### src/rtl/mux_pkg.sv
// Shared constants and types for the round-robin stream multiplexer.
package mux_pkg;

  // Values carried on the mode input.
  localparam logic MODE_FIXED = 1'b0;
  localparam logic MODE_RR    = 1'b1;

  // Occupancy of the single-word output register.
  typedef enum logic {
    ST_EMPTY = 1'b0,
    ST_FULL  = 1'b1
  } out_state_e;

endpackage : mux_pkg

### src/rtl/rr_arbiter.sv
// Round-robin priority search: the first requester after the previous winner,
// wrapping modulo N_CH. The output is zero when nobody requests.
module rr_arbiter #(
  parameter  int N_CH = 7,
  localparam int SELW = $clog2(N_CH)
) (
  input  logic [N_CH-1:0] req,
  input  logic [SELW-1:0] last,
  output logic [N_CH-1:0] grant,
  output logic [SELW-1:0] grant_idx
);

  // Visit channels last+1 .. last+N_CH (mod N_CH); the previous winner is checked last.
  always_comb begin
    logic found;
    int   c;
    grant     = '0;
    grant_idx = '0;
    found     = 1'b0;
    for (int i = 1; i <= N_CH; i++) begin
      c = int'(last) + i;
      if (c >= N_CH) c = c - N_CH;
      if (!found && req[c]) begin
        found     = 1'b1;
        grant[c]  = 1'b1;
        grant_idx = SELW'(c);
      end
    end
  end

endmodule : rr_arbiter

### src/rtl/stream_mux_rr.sv
// N_CH-to-1 stream multiplexer with a fixed-select or round-robin grant and a
// single registered output word. A held word can drain and be replaced in
// the same cycle, so throughput is one word per cycle.
//
//   state    | meaning
//   ---------+-----------------------------------------------
//   ST_EMPTY | no word held, out_valid=0, any granted channel is accepted
//   ST_FULL  | word held on out_data/out_ch, replaced only while out_ready=1
module stream_mux_rr
  import mux_pkg::*;
#(
  parameter  int N_CH  = 7,
  parameter  int WIDTH = 8,
  localparam int SELW  = $clog2(N_CH)
) (
  input  logic                   clk,
  input  logic                   rst_n,
  input  logic                   mode,
  input  logic [SELW-1:0]        sel,
  input  logic [N_CH*WIDTH-1:0]  in_data,
  input  logic [N_CH-1:0]        in_valid,
  output logic [N_CH-1:0]        in_ready,
  output logic [WIDTH-1:0]       out_data,
  output logic                   out_valid,
  input  logic                   out_ready,
  output logic [SELW-1:0]        out_ch
);

  out_state_e       state_q, state_d;
  logic [WIDTH-1:0] data_q, data_d;
  logic [SELW-1:0]  ch_q, ch_d;
  logic [SELW-1:0]  last_q, last_d;

  logic [N_CH-1:0]  fix_grant;
  logic [N_CH-1:0]  rr_grant;
  logic [SELW-1:0]  rr_idx;
  logic [N_CH-1:0]  grant;
  logic [SELW-1:0]  grant_idx;
  logic [WIDTH-1:0] grant_data;
  logic             can_accept;
  logic             xfer;

  rr_arbiter #(.N_CH(N_CH)) u_rr_arbiter (
    .req       (in_valid),
    .last      (last_q),
    .grant     (rr_grant),
    .grant_idx (rr_idx)
  );

  // Fixed-select grant; comparing against every legal index means an
  // out-of-range sel matches nothing and never grants.
  always_comb begin
    fix_grant = '0;
    for (int k = 0; k < N_CH; k++) begin
      if (sel == SELW'(k)) fix_grant[k] = in_valid[k];
    end
  end

  // Pick the grant source by mode and gate it into in_ready; data never feeds in_ready.
  always_comb begin
    grant      = (mode == MODE_RR) ? rr_grant : fix_grant;
    grant_idx  = (mode == MODE_RR) ? rr_idx   : sel;
    can_accept = (state_q == ST_EMPTY) || out_ready;
    in_ready   = (rst_n && can_accept) ? grant : '0;
    xfer       = |in_ready;
    grant_data = '0;
    for (int k = 0; k < N_CH; k++) begin
      if (grant[k]) grant_data = in_data[k*WIDTH +: WIDTH];
    end
  end

  // Next state of the output register: load on a transfer, drain on accept, else hold.
  always_comb begin
    state_d = state_q;
    data_d  = data_q;
    ch_d    = ch_q;
    last_d  = last_q;
    if (xfer) begin
      state_d = ST_FULL;
      data_d  = grant_data;
      ch_d    = grant_idx;
      last_d  = grant_idx;
    end else if (out_ready) begin
      state_d = ST_EMPTY;
    end
  end

  // Output register; reset discards any held word and makes channel 0 the first RR winner.
  always_ff @(posedge clk or negedge rst_n) begin
    if (!rst_n) begin
      state_q <= ST_EMPTY;
      data_q  <= '0;
      ch_q    <= '0;
      last_q  <= SELW'(N_CH - 1);
    end else begin
      state_q <= state_d;
      data_q  <= data_d;
      ch_q    <= ch_d;
      last_q  <= last_d;
    end
  end

  assign out_valid = (state_q == ST_FULL);
  assign out_data  = data_q;
  assign out_ch    = ch_q;

endmodule : stream_mux_rr

### config.mk
export PLATFORM = sky130hd
export DESIGN_NAME = stream_mux_rr
export DESIGN_NICKNAME = d
export VERILOG_FILES = /design/src/rtl/mux_pkg.sv /design/src/rtl/rr_arbiter.sv /design/src/rtl/stream_mux_rr.sv
export SDC_FILE = /design/constraint.sdc
export NUM_CORES = 1
export LEC_CHECK = 0
export ABC_AREA = 1
export BUFFER_PORTS_ARGS = -buffer_cell sky130_fd_sc_hd__buf_2
export CAP_MARGIN = 20
export CORE_ASPECT_RATIO = 0.6
export CORE_MARGIN = 2
export CORE_UTILIZATION = 43
export CTS_CLUSTER_DIAMETER = 100
export DETAILED_ROUTE_END_ITERATION = 16
export MAX_ROUTING_LAYER = met4
export PLACE_DENSITY = 0.76
export SLEW_MARGIN = 20
export SYNTH_ARGS = -nofsm -noshare
export SYNTH_HDL_FRONTEND = slang
export SYNTH_SLANG_ARGS = --single-unit
### constraint.sdc
create_clock -name clk -period 10.8 [get_ports clk]
set_clock_uncertainty 0.1 [all_clocks]
set_input_delay 3.24 -clock clk [delete_from_list [all_inputs] [get_ports clk]]
set_output_delay 3.24 -clock clk [all_outputs]
set_load 0.02 [all_outputs]
# Word-level counts from Yosys, hierarchy flattened
# Index checks and enable logic that the tools add are counted.
# Widths: inputs -> output; s select.
[op_classes]
n_addsub = 14
order_cmp = 21
eq_ne = 6
n_mux = 81
bitwise = 7
reduce_logical = 24
[op_table]
columns = ["cell", "count"]
rows = [
  ["$ge 32x1->1 const B", 7],
  ["$ge 32x4->1 const B", 7],
  ["$lt 32x5->1 const B", 7],
  ["$mux 32", 7],
  ["$sub 32x4->32 const B", 7],
  ["$mux 7", 9],
  ["$mux 8", 7],
  ["$or 7x7->7", 6],
  ["$mux 1", 36],
  ["$mux 3", 8],
  ["$bmux 1 s3", 7],
  ["$demux 1 s3", 7],
  ["$add 3x3->4 const B", 4],
  ["$logic_and 1x1->1", 14],
  ["$eq 3x3->1 const B", 3],
  ["$add 3x2->4 const B", 2],
  ["$reduce_or 7->1", 1],
  ["$eq 3x2->1 const B", 2],
  ["$logic_not 1->1", 6],
  ["$add 3x1->4 const B", 1],
  ["$eq 3x1->1 const B", 1],
  ["$logic_not 3->1", 1],
  ["$reduce_bool 2->1", 1],
  ["$logic_or 1x1->1", 1],
  ["$not 1->1", 1],
]
[totals]
reg_bits = 15
input_bits = 70
output_inout_bits = 19
word_cells = 157

# Depth between registers and ports, before layout
[depth]
word_depth = 33
mapped_depth = 30
ltp_nobuf = 29

# By module
# From an unflattened synthesis, not the netlist that was laid out.
[hier_totals]
hier_cells = 747
area_unflattened_um2 = 3892.5
[modules_own_cells]
columns = ["module", "instances", "cells_per_inst", "area_each_um2", "seq_area_each_um2"]
rows = [
  ["rr_arbiter", 1, 509, 2555.0, 0.0],
  ["stream_mux_rr", 1, 238, 1337.5, 352.8],
]

# Worst setup path before layout
# No wires, ideal clock.
[synth_path]
path_kind = "input-to-output"
from = "input port in_valid[3]"
to = "output port in_ready[6]"
arrival_ns = 5.023
required_ns = 7.460
path_slack_ns = 2.437
cell_stages = 17
n_path_buf = 0
path_cell_list = "inv_1 > nand2_1 > o21ai_0 > nand2_1 > nand2_1 > nand2_1 > nand2_1 > nand2_4 > clkinv_4 > nand4_4 > nor2_4 > nand2_1 > nand3_1 > nand2_1 > nand2_2 > clkinv_1 > nor2_1"
[synth_between]
elab_chain_len = 24
elab_cells_between_ends = 54
classes_between = "mux (36); bitwise (6); reduce/logical (12)"
[synth_rtl]
columns = ["item", "line", "text"]
rows = [
  ["from (decl)", "stream_mux_rr.sv:21", "input logic [N_CH-1:0] in_valid,"],
  ["$bmux 1 s3", "rr_arbiter.sv:23", "if (!found && req[c]) begin"],
  ["$mux 1 (not written as such) (2 in a row)", "rr_arbiter.sv:23", ""],
  ["$mux 1", "rr_arbiter.sv:23", ""],
  ["$logic_not 1->1", "rr_arbiter.sv:23", ""],
  ["$logic_and 1x1->1", "rr_arbiter.sv:23", ""],
  ["$mux 1", "rr_arbiter.sv:23", ""],
  ["$logic_not 1->1", "rr_arbiter.sv:23", ""],
  ["$logic_and 1x1->1", "rr_arbiter.sv:23", ""],
  ["[7 not listed]", "n/a", ""],
  ["$logic_not 1->1", "rr_arbiter.sv:23", ""],
  ["$logic_and 1x1->1", "rr_arbiter.sv:23", ""],
  ["$mux 1", "rr_arbiter.sv:23", ""],
  ["$logic_not 1->1", "rr_arbiter.sv:23", ""],
  ["$logic_and 1x1->1", "rr_arbiter.sv:23", ""],
  ["$mux 7 *", "rr_arbiter.sv:23", ""],
  ["$mux 7 *", "stream_mux_rr.sv:61", "grant = (mode == MODE_RR) ? rr_grant : fix_grant;"],
  ["$mux 7 *", "stream_mux_rr.sv:64", "in_ready = (rst_n && can_accept) ? grant : '0;"],
  ["to (decl)", "stream_mux_rr.sv:22", "output logic [N_CH-1:0] in_ready,"],
]
# Every way passes the cells marked *; elsewhere a longest branch is shown, timed or not. The select of a mux whose other input is x is not followed.

# Worst setup path in the final report
[layout_path]
from = "input port in_valid[0]"
to = "output port in_ready[6]"
# Same word-level chain as after synthesis.

==> impl_metrics.json <==
{
  "outcome": "finished, final reports clean",
  "dieArea_sq_um": 9590,
  "clockBufferDepth": 2,
  "htreeDepth": 1,
  "synth_flop_cell": "dfrtp_1",
  "endpoint_kind": "primary output",
  "cpMaxStageDelayCell": "clkinv_1",
  "routed_wl_mm": 13.9,
  "grt_util_met2_pct": 39.4,
  "yosys_warnings": 0,
  "cts_buffers": 3,
  "synth.net_count": 761,
  "hold_viol_final": 0,
  "cts_hold_buffers": 0,
  "synthDominantCellAreaShare_pct": 17.7,
  "cts.sinks": 14,
  "syn2layout_area_growth_pct": 15.1,
  "setup_violations": 0,
  "initial_core_util_pct": 44.4,
  "firstDrtPassIters": 5,
  "cp_cell_sequence": "buf_2, inv_1, nand2_1, o21ai_0, nand2_1, nand2_1, nand2_1, nand2_4, nand2_4, clkinv_4, nand4_4, nor2_4, nand2_1, nand3_1, nand2_1, nand2_2, clkinv_1, nor2_1, buf_2",
  "gr-usage-met3_pct": 8.03,
  "cts_root_buffer": "clkbuf_16",
  "grt_overflow": 0,
  "critPathTopFamily": "simple AND/OR/NAND/NOR gates",
  "maxSlewViolCount": 0,
  "tns_ns": 0,
  "path_class": "input pin to primary output",
  "finalCriticalPeriod_ns": 8.88,
  "grtUsageMet1_pct": 42.9,
  "die_h_um": 76.7,
  "io_pins": 89,
  "max_clock_freq_mhz": 113,
  "final_net_count": 843,
  "min_path_type": "flop to flop",
  "clkTransAtPathRegs_ns": 0.04,
  "synth_async_sr_flop_share_pct": 100,
  "critPathBufInv": 5,
  "rsz0062_at_grt": "no",
  "yosys.cell_types.count": 48,
  "slowest_delay_ns": 0.25,
  "synth_top_cell_by_area": "nand2_1",
  "track_usage_pct": 28.6,
  "synth.yosys.seq_area_share_pct": 9.32,
  "synth_edf_count": 0,
  "syn-instance-count": 668,
  "fp.coreArea_sq_um": 8520,
  "cts_tree": "yes",
  "cap_violations": 0,
  "crit_fanout": 12,
  "synth-seq-cells": 14,
  "arrival_ns": 5.54,
  "dieWidth_um": 125,
  "syn-cell-area_sq_um": 3780,
  "clk_latency_ns": 0.24,
  "row_count": 26,
  "wire_per_inst_um": 16.1,
  "grt_max_degree": 18,
  "drt-initial-drc-count": 516,
  "maxSlewHeadroom_pct": 46.4,
  "portBuffers": 88,
  "ant_nets": 0,
  "busiest_layer": "met1",
  "ys_top_cells_by_area": "nand2_1 (18%), nand3_1 (9.9%), inv_1 (9.4%)",
  "critPathMostFrequentCell": "nand2_1",
  "drive_gt1_share_pct": 23.0,
  "diodes": 0,
  "grt_pass1_wl_mm": 21.8,
  "place_congestion": 1.13,
  "grt_antenna_before_repair": 0,
  "cts_resized": 0,
  "worstSetupStartpointType": "input pin",
  "vias": 4693,
  "vias_per_cell": 5.46,
  "syn_area_per_cell_sq_um": 5.67,
  "r2r_slack_ns": 5.77,
  "cts_setup_buffers": 0,
  "post-route-period-util_pct": 82.2,
  "worst_slew_pin_slew_ns": 0.801,
  "place_hpwl_mm": 11.6,
  "grt_pass1_vias": 4200,
  "cp.required_ns": 7.46,
  "route.detailed.drc": 0
}
==> cells by family (layout without fill, tap and decap cells) <==
| logic type | count (synthesis) | in the layout | synth area share, % |
|---|---|---|---|
| buffers and inverters | 124 | 204 | 13.6 |
| adders and majority gates | 23 | 23 | 7.80 |
| other | 1 | 1 | 0.0991 |
| xor gates and xnor gates | 2 | 2 | 1.45 |
| and+or+nand+nor | 395 | 395 | 49.9 |
| AOI/OAI and AO/OA | 109 | 109 | 17.8 |
| DFF | 14 | 14 | 9.32 |
==> placed cells by master (no fill, tap or decap), types with 7 or more instances in the layout <==
cell type,synthesis,routed
nand3_2,8,8
a21oi_2,8,8
ha_1,22,22
nand2_2,12,12
a21oi_1,42,42
nand3_1,75,75
o21ai_0,21,21
inv_1,95,95
inv_2,14,14
nand4_1,8,8
dfrtp_1,12,12
nor3_1,10,10
nand2_1,178,178
o211ai_1,8,8
o21ai_1,7,7
buf_2,4,88
o21ai_2,8,8
nor2_4,10,10
nor2_1,75,75
==> state kept, by name, summed over array words and instances (netlist names) <==
register   count
out_valid      1
out_data       8
last_q         2
out_ch         3
==> worst reg2reg max path, stage by stage (launching register included) <==
cell and delay (ns):
dfrtp_1 0.82, ha_1 0.34, inv_1 0.07, fa_1 0.48, o21ai_1 0.59, inv_2 0.16, nand3_1 0.12, nand2_1 0.05
nand2_1 0.09, nand2_1 0.10, nand2_4 0.11, clkinv_4 0.10, nand2_1 0.10, nor2_2 0.07, nand2_1 0.07, nand3_1 0.07
nor2_1 0.15, nand3_1 0.09, nand2_1 0.08, nand2_2 0.19, nand2_1 0.16, nand3_2 0.10, nor2_4 0.29, inv_4 0.19
nand2_1 0.14, nand2_1 0.07
==> routing by layer <==
| layer | vias to the layer above | share of wire (%) | wire length (um) |
|---|---|---|---|
| li1 | 2323 | - | - |
| met1 | 2119 | 49 | 6750 |
| met2 | 233 | 39 | 5430 |
| met3 | 18 | 11 | 1590 |
| met4 | 0 | 0.59 | 82 |
| met5 | - | 0 | 0 |
==> path summary, 6_finish.rpt <==
path                        startpoint          end  cells after the start
hold / removal               out_ch[1]    out_ch[1]                      2
min in group asynchronous        rst_n  out_data[6]                      1
setup / recovery           in_valid[0]  in_ready[6]                     19
setup reg to reg             out_ch[0]    out_ch[2]                     25
hold reg to reg              out_ch[1]    out_ch[1]                      2
max in group asynchronous        rst_n    last_q[2]                      1
==> cells in the mapped netlist (all sizes together), types with 2 or more instances <==
cell type / count
clkbuf: 2
a21oi: 51
o211ai: 8
nor2: 88
o22ai: 5
nand2: 195
xor2: 2
o21ai: 36
o41ai: 2
dfrtp: 12
ha: 22
nand3b: 2
buf: 9
clkinv: 3
nand4: 11
inv: 110
dfstp: 2
nand3: 84
nor4: 4
nor3: 10
==> per-stage QoR <==
stage | hold WS, ns | instances | area [sq um] | worst slack (ns) | utilization (%)
after global placement | 0.366 | 857 | 4280 | 2.03 | 50.2
after detailed placement | 0.374 | 857 | 4280 | 1.98 | 50.2
after floorplan | 0.484 | 668 | 3780 | 2.44 | -
after global routing | 0.414 | 860 | 4360 | 1.64 | 51.1
final | 0.391 | 860 | 4360 | 1.92 | 51.1
after CTS | 0.391 | 860 | 4360 | 1.96 | 51.1
==> cell type report <==
| class | count | area, sq um |
|---|---|---|
| Timing Repair Buffer | 88 | 440 |
| Multi-Input combinational cell | 530 | 2920 |
| Clock buffer | 3 | 75.1 |
| Sequential cell | 14 | 353 |
| Fill cell | 891 | 4170 |
| Inverter | 113 | 432 |
| Tap cell | 112 | 140 |
Power is not shown: default switching activity piles up to over one toggle a cycle in this logic, so the estimate is an artifact.
